### src/rtl/tcam_pipe_pkg.sv
// tcam_pkg: request opcodes shared by the TCAM, its request front end and the bench.
package tcam_pkg;
    localparam int TCAM_OP_WIDTH = 2;
    typedef enum logic [TCAM_OP_WIDTH-1:0] {
        OP_SEARCH = 2'd0,
        OP_WRITE  = 2'd1,
        OP_INVAL  = 2'd2
    } tcam_op_t;
endpackage

### src/rtl/tcam_prio_enc.sv
// tcam_prio_enc: combinational lowest-index priority encoder over a match vector.
module tcam_prio_enc #(
    parameter  int TCAM_DEPTH = 16,
    localparam int IW         = $clog2(TCAM_DEPTH)
) (
    input  logic [TCAM_DEPTH-1:0] vec,
    output logic                  hit,
    output logic [IW-1:0]         idx
);
    always_comb begin
        idx = '0;
        for (int i = TCAM_DEPTH - 1; i >= 0; i--)
            if (vec[i]) idx = IW'(i);
    end
    assign hit = |vec;
endmodule

### src/rtl/tcam_pipe.sv
// tcam_pipe: two-stage ternary CAM with valid/ready request and response channels.
// S1 latches the match vector, S2 priority-encodes it and reads the winning entry.
module tcam_pipe
    import tcam_pkg::*;
#(
    parameter  int TCAM_WIDTH       = 32,
    parameter  int TCAM_DEPTH       = 16,
    localparam int TCAM_INDEX_WIDTH = $clog2(TCAM_DEPTH)
) (
    input  logic                        clk,
    input  logic                        rst,
    input  logic                        req_valid,
    output logic                        req_ready,
    input  logic [TCAM_OP_WIDTH-1:0]    req_op,
    input  logic [TCAM_INDEX_WIDTH-1:0] req_idx,
    input  logic [TCAM_WIDTH-1:0]       req_data,
    input  logic [TCAM_WIDTH-1:0]       req_mask,
    output logic                        resp_valid,
    input  logic                        resp_ready,
    output logic                        resp_hit,
    output logic [TCAM_INDEX_WIDTH-1:0] resp_idx,
    output logic [TCAM_WIDTH-1:0]       resp_data
);
    logic [TCAM_WIDTH-1:0]       data_q [TCAM_DEPTH];
    logic [TCAM_WIDTH-1:0]       mask_q [TCAM_DEPTH];
    logic [TCAM_DEPTH-1:0]       vld_q, m1_q, match;
    logic                        v1_q, adv, acc, enc_hit;
    logic [TCAM_INDEX_WIDTH-1:0] enc_idx;

    assign adv       = !resp_valid || resp_ready;
    assign req_ready = adv;
    assign acc       = req_valid && adv;

    // Key bits are never masked; only the stored mask marks don't-care positions.
    always_comb begin
        match = '0;
        for (int i = 0; i < TCAM_DEPTH; i++)
            match[i] = vld_q[i] && (((data_q[i] ^ req_data) & ~mask_q[i]) == '0);
    end

    tcam_prio_enc #(.TCAM_DEPTH(TCAM_DEPTH)) u_enc (
        .vec(m1_q),
        .hit(enc_hit),
        .idx(enc_idx)
    );

    always_ff @(posedge clk or negedge rst) begin
        if (!rst) begin
            for (int i = 0; i < TCAM_DEPTH; i++) begin
                data_q[i] <= '0;
                mask_q[i] <= '0;
            end
            vld_q <= '0;
        end else if (acc && req_op == OP_WRITE) begin
            data_q[req_idx] <= req_data;
            mask_q[req_idx] <= req_mask;
            vld_q[req_idx]  <= 1'b1;
        end else if (acc && req_op == OP_INVAL) begin
            vld_q[req_idx]  <= 1'b0;
        end
    end

    // Both stages advance together; a stalled response freezes the whole pipe.
    always_ff @(posedge clk or negedge rst) begin
        if (!rst) begin
            v1_q       <= 1'b0;
            m1_q       <= '0;
            resp_valid <= 1'b0;
            resp_hit   <= 1'b0;
            resp_idx   <= '0;
            resp_data  <= '0;
        end else if (adv) begin
            v1_q       <= acc && req_op == OP_SEARCH;
            m1_q       <= match;
            resp_valid <= v1_q;
            resp_hit   <= enc_hit;
            resp_idx   <= enc_idx;
            resp_data  <= enc_hit ? data_q[enc_idx] : '0;
        end
    end
endmodule

### config.mk
export PLATFORM = sky130hd
export DESIGN_NAME = tcam_pipe
export DESIGN_NICKNAME = d
export VERILOG_FILES = /design/src/rtl/tcam_pipe_pkg.sv /design/src/rtl/tcam_prio_enc.sv /design/src/rtl/tcam_pipe.sv
export SDC_FILE = /design/constraint.sdc
export NUM_CORES = 2
export LEC_CHECK = 0
export ABC_AREA = 1
export BUFFER_PORTS_ARGS = -buffer_cell sky130_fd_sc_hd__buf_2
export CORE_ASPECT_RATIO = 1.75
export CORE_MARGIN = 5
export CORE_UTILIZATION = 57
export DETAILED_ROUTE_END_ITERATION = 10
export MAX_ROUTING_LAYER = met4
export PLACE_DENSITY = 0.76
export SLEW_MARGIN = 20
export SYNTH_ARGS = -nofsm -noshare
export SYNTH_HDL_FRONTEND = slang
export SYNTH_SLANG_ARGS = --single-unit
### constraint.sdc
create_clock -name clk -period 2 [get_ports clk]
set_clock_uncertainty 0.05 [all_clocks]
set_input_delay 0.2 -clock clk [delete_from_list [all_inputs] [get_ports clk]]
set_output_delay 0.2 -clock clk [all_outputs]
set_load 0.05 [all_outputs]
==> results.json <==
{
  "outcome": "finished, violations left",
  "violations": "setup timing",
  "grt_usage": 0.3716,
  "final_cells": 7595,
  "drtIter0Drc": 6700,
  "vias_per_cell": 6.383,
  "ys_seq_elements": 1095,
  "fin_crit_ps": 2493,
  "via_count": 48480,
  "synth_top_area_share": 0.5286,
  "avgSynthCellArea_um2": 8.602,
  "yosysMostFrequentCell": "nand2_1",
  "die_area_um2": 97310,
  "synth_nets": 6100,
  "worstPathCellList": "inv_2, nand2_1, nand2_1, nand2_1, nand2_1, nand2_1, nand2_1, nand2_1, nand2_1, nand2_1, nand2_1, nand2_1, nand2_1, nand2_2, nand2_8, buf_12, clkbuf_16, nand3_1, nand3_1, nand3_1, nand3_1, nand3_1, nand2_1",
  "r2r-start": "m1_q[14]",
  "cts_max_level": 3,
  "p_total_uw": 50970,
  "cp_slowest_stage_delay_ps": 400,
  "worstPathArrival_ps": 3100,
  "finalHoldViolations": 0,
  "min_to": "mask_q[249]",
  "rrSetupSlack_ps": -490,
  "met2WireLength_um": 88570,
  "area_growth_syn_to_layout_pct": 21.71,
  "required_ps": 2600,
  "grt_pass1_vias": 45730,
  "synth.area.top_cells": "dfrtp_1 53%, nand2_1 11%, nand3_1 7.3%",
  "multi_input_area_um2": 22610,
  "cts_tree": "built",
  "slew_violations": 0,
  "die_y_um": 408.9,
  "powerDensity_nw_per_um2": 807.8,
  "regArea_um2": 27400,
  "critPathMostFrequentCell": "nand2_1",
  "met3_length_um": 20210,
  "place_congestion": 0.9812,
  "netlist_top_cells_count": "1471 x nand2_1, 1095 x dfrtp_1, 753 x nand3_1",
  "end_kind": "register",
  "row_count": 146,
  "ioPinCount": 113,
  "dp_cells": 7296,
  "grt_max_degree": 102,
  "clock-sinks": 1095,
  "hold_path_depth": 3,
  "drtAntennaViolNets": 0,
  "postSynthCellCount": 6026,
  "slowest_stage": "dfrtp_1",
  "ys_warn_count": 0,
  "hp-start": "req_mask[25]",
  "final.setup.worst_slack_ps": -492.6,
  "r2r_cells": 23,
  "drv_cap": 0,
  "worst_setup_path_start_kind": "register",
  "cts_root_buffer": "clkbuf_16",
  "overflow": 0,
  "met1Wirelength_um": 63890,
  "cts.clk_slew.worst_paths_ps": 70,
  "fin_nets": 6402,
  "wire_per_inst_um": 25.87,
  "antenna_found_initial": 4,
  "fmax_mhz": 401.2,
  "fillers": 6622,
  "place_ws_ps": -498.5,
  "min_path_type": "input port to register",
  "leakage_uw": 0.02823,
  "drtPass1Iterations": 9,
  "grt_pass1_wl_um": 270500,
  "synth-edff-count": 0,
  "dieWidth_um": 238.0,
  "synth_flop_cell": "dfrtp_1",
  "critPathMaxFanout": 20,
  "layout-drive-gt1-share": 0.1646,
  "wl_um": 196400,
  "drcViolationCount": 0,
  "setup_viol": 1023,
  "start_util": 0.5732,
  "numCtsBuffers": 101,
  "synth.cell_area_um2": 51830,
  "max_slew_margin": 0.3638,
  "core_area_um2": 90420,
  "fin_crit_sh": 1.246,
  "clk_path_buf_depth": 3,
  "port_buffers": 112,
  "clock_latency_ps": 730,
  "synth.distinct_cells": 36,
  "critPathKind": "register to register",
  "rsz0062_at_grt": "true",
  "hpwl_um": 118700,
  "peakVddDrop_mv": 0.8083,
  "async_reset_ff_frac": 1.000,
  "maxUsedRoutingLayer": "met4",
  "tightest_slew_ps": 930.3,
  "ys_seq_area_frac": 0.5286,
  "r2r-end": "resp_data[3]",
  "yosys.area.top_type": "dfrtp_1"
}
==> cell families after synthesis <==
logic type | after synthesis | share of synthesized area
AO/OA/AOI/OAI | 1423 | 0.1459
XOR/XNOR | 401 | 0.06776
buffers and inverters | 659 | 0.05820
flip-flops | 1095 | 0.5286
AND/OR/NAND/NOR | 2448 | 0.1995
==> flip-flops by register name (all words and copies together), names as in the netlist, named ones only <==
signal	count
data_q	512
resp_data	32
resp_idx	4
resp_valid	1
mask_q	512
resp_hit	1
m1_q	16
v1_q	1
==> layout by cell type (no fill, tap or decap), types with 4 or more instances in the layout <==
cell type / n
nand2_1: 1408
dfrtp_1: 1094
o21ai_0: 688
nand3_1: 683
o21ai_1: 420
xnor2_1: 398
buf_4: 365
o22ai_1: 150
inv_1: 147
nor2_1: 140
clkbuf_16: 133
buf_12: 117
buf_2: 110
nand3_2: 69
a21oi_1: 58
nand2_4: 40
o21ai_2: 35
nor3_1: 33
buf_6: 29
clkbuf_8: 25
dlygate4sd3_1: 23
nand2_2: 21
clkbuf_1: 21
clkinv_2: 19
buf_16: 19
o221ai_1: 16
nand4_1: 16
nor4_1: 13
o2111ai_1: 12
o32ai_1: 11
nor3_2: 10
nand2_8: 10
a2111oi_0: 8
a221oi_1: 8
bufinv_16: 7
o31ai_1: 4
==> routing by layer <==
layer | global-route usage | vias up
met5 | - | -
met4 | 0.3029 | 0
met3 | 0.06712 | 1175
met2 | 0.5769 | 3215
met1 | 0.4191 | 23160
li1 | - | 20930
==> how the worst max path moves through the flow <==
stage | from | end | slack [ps] | depth (start not counted)
floorplan | resp_valid | data_q[257] | -190 | 13
detailed placement | req_data[31] | m1_q[12] | -500 | 8
CTS | m1_q[12] | resp_data[12] | -400 | 15
global route | m1_q[14] | resp_data[30] | -630 | 23
global placement | req_data[31] | m1_q[12] | -470 | 8
finish | m1_q[14] | resp_data[3] | -490 | 23
==> power breakdown <==
part	switching, uW	internal, uW	total (uW)
sequential	1150	23500	24700
combinational	3730	2460	6180
clock	8880	11200	20100
total	13800	37200	51000
==> metrics by stage <==
stage	hold WS (ps)	utilization	TNS [ps]	area, um2
finish	18.39	0.6977	-212160	63090
floorplan	-145.6	-	-135420	51980
global route	38.06	0.6977	-268900	63090
detailed placement	56.65	0.6267	-125240	56670
CTS	0.2668	0.6732	-128200	60880
global placement	57.80	0.6267	-94170	56670
==> repair_timing <==
item,in CTS,in global routing
cloned,7,53
setup buffers,6,25
gates resized for setup,85,252
pin swaps,9,52
endpoints found under the setup margin,1014,1023
hold buffers,23,0
endpoints found under the hold margin,1135,0
==> worst max-delay path, delay by kind of cell (launching register included) <==
family        cells  cell delay (ps)
simple gates     20             1380
buf+inv           3              560
flops             1              400
==> area by class of cell <==
cell class	instances	area share
Sequential cell	1095	0.4343
Clock inverter	36	0.006624
Timing Repair Buffer	699	0.1204
Clock buffer	148	0.04716
Antenna cell	2	0.00007933
Inverter	154	0.009460
Tap cell	1184	0.02348
Multi-Input combinational cell	4277	0.3584
Power figures use the tool's default switching activity.
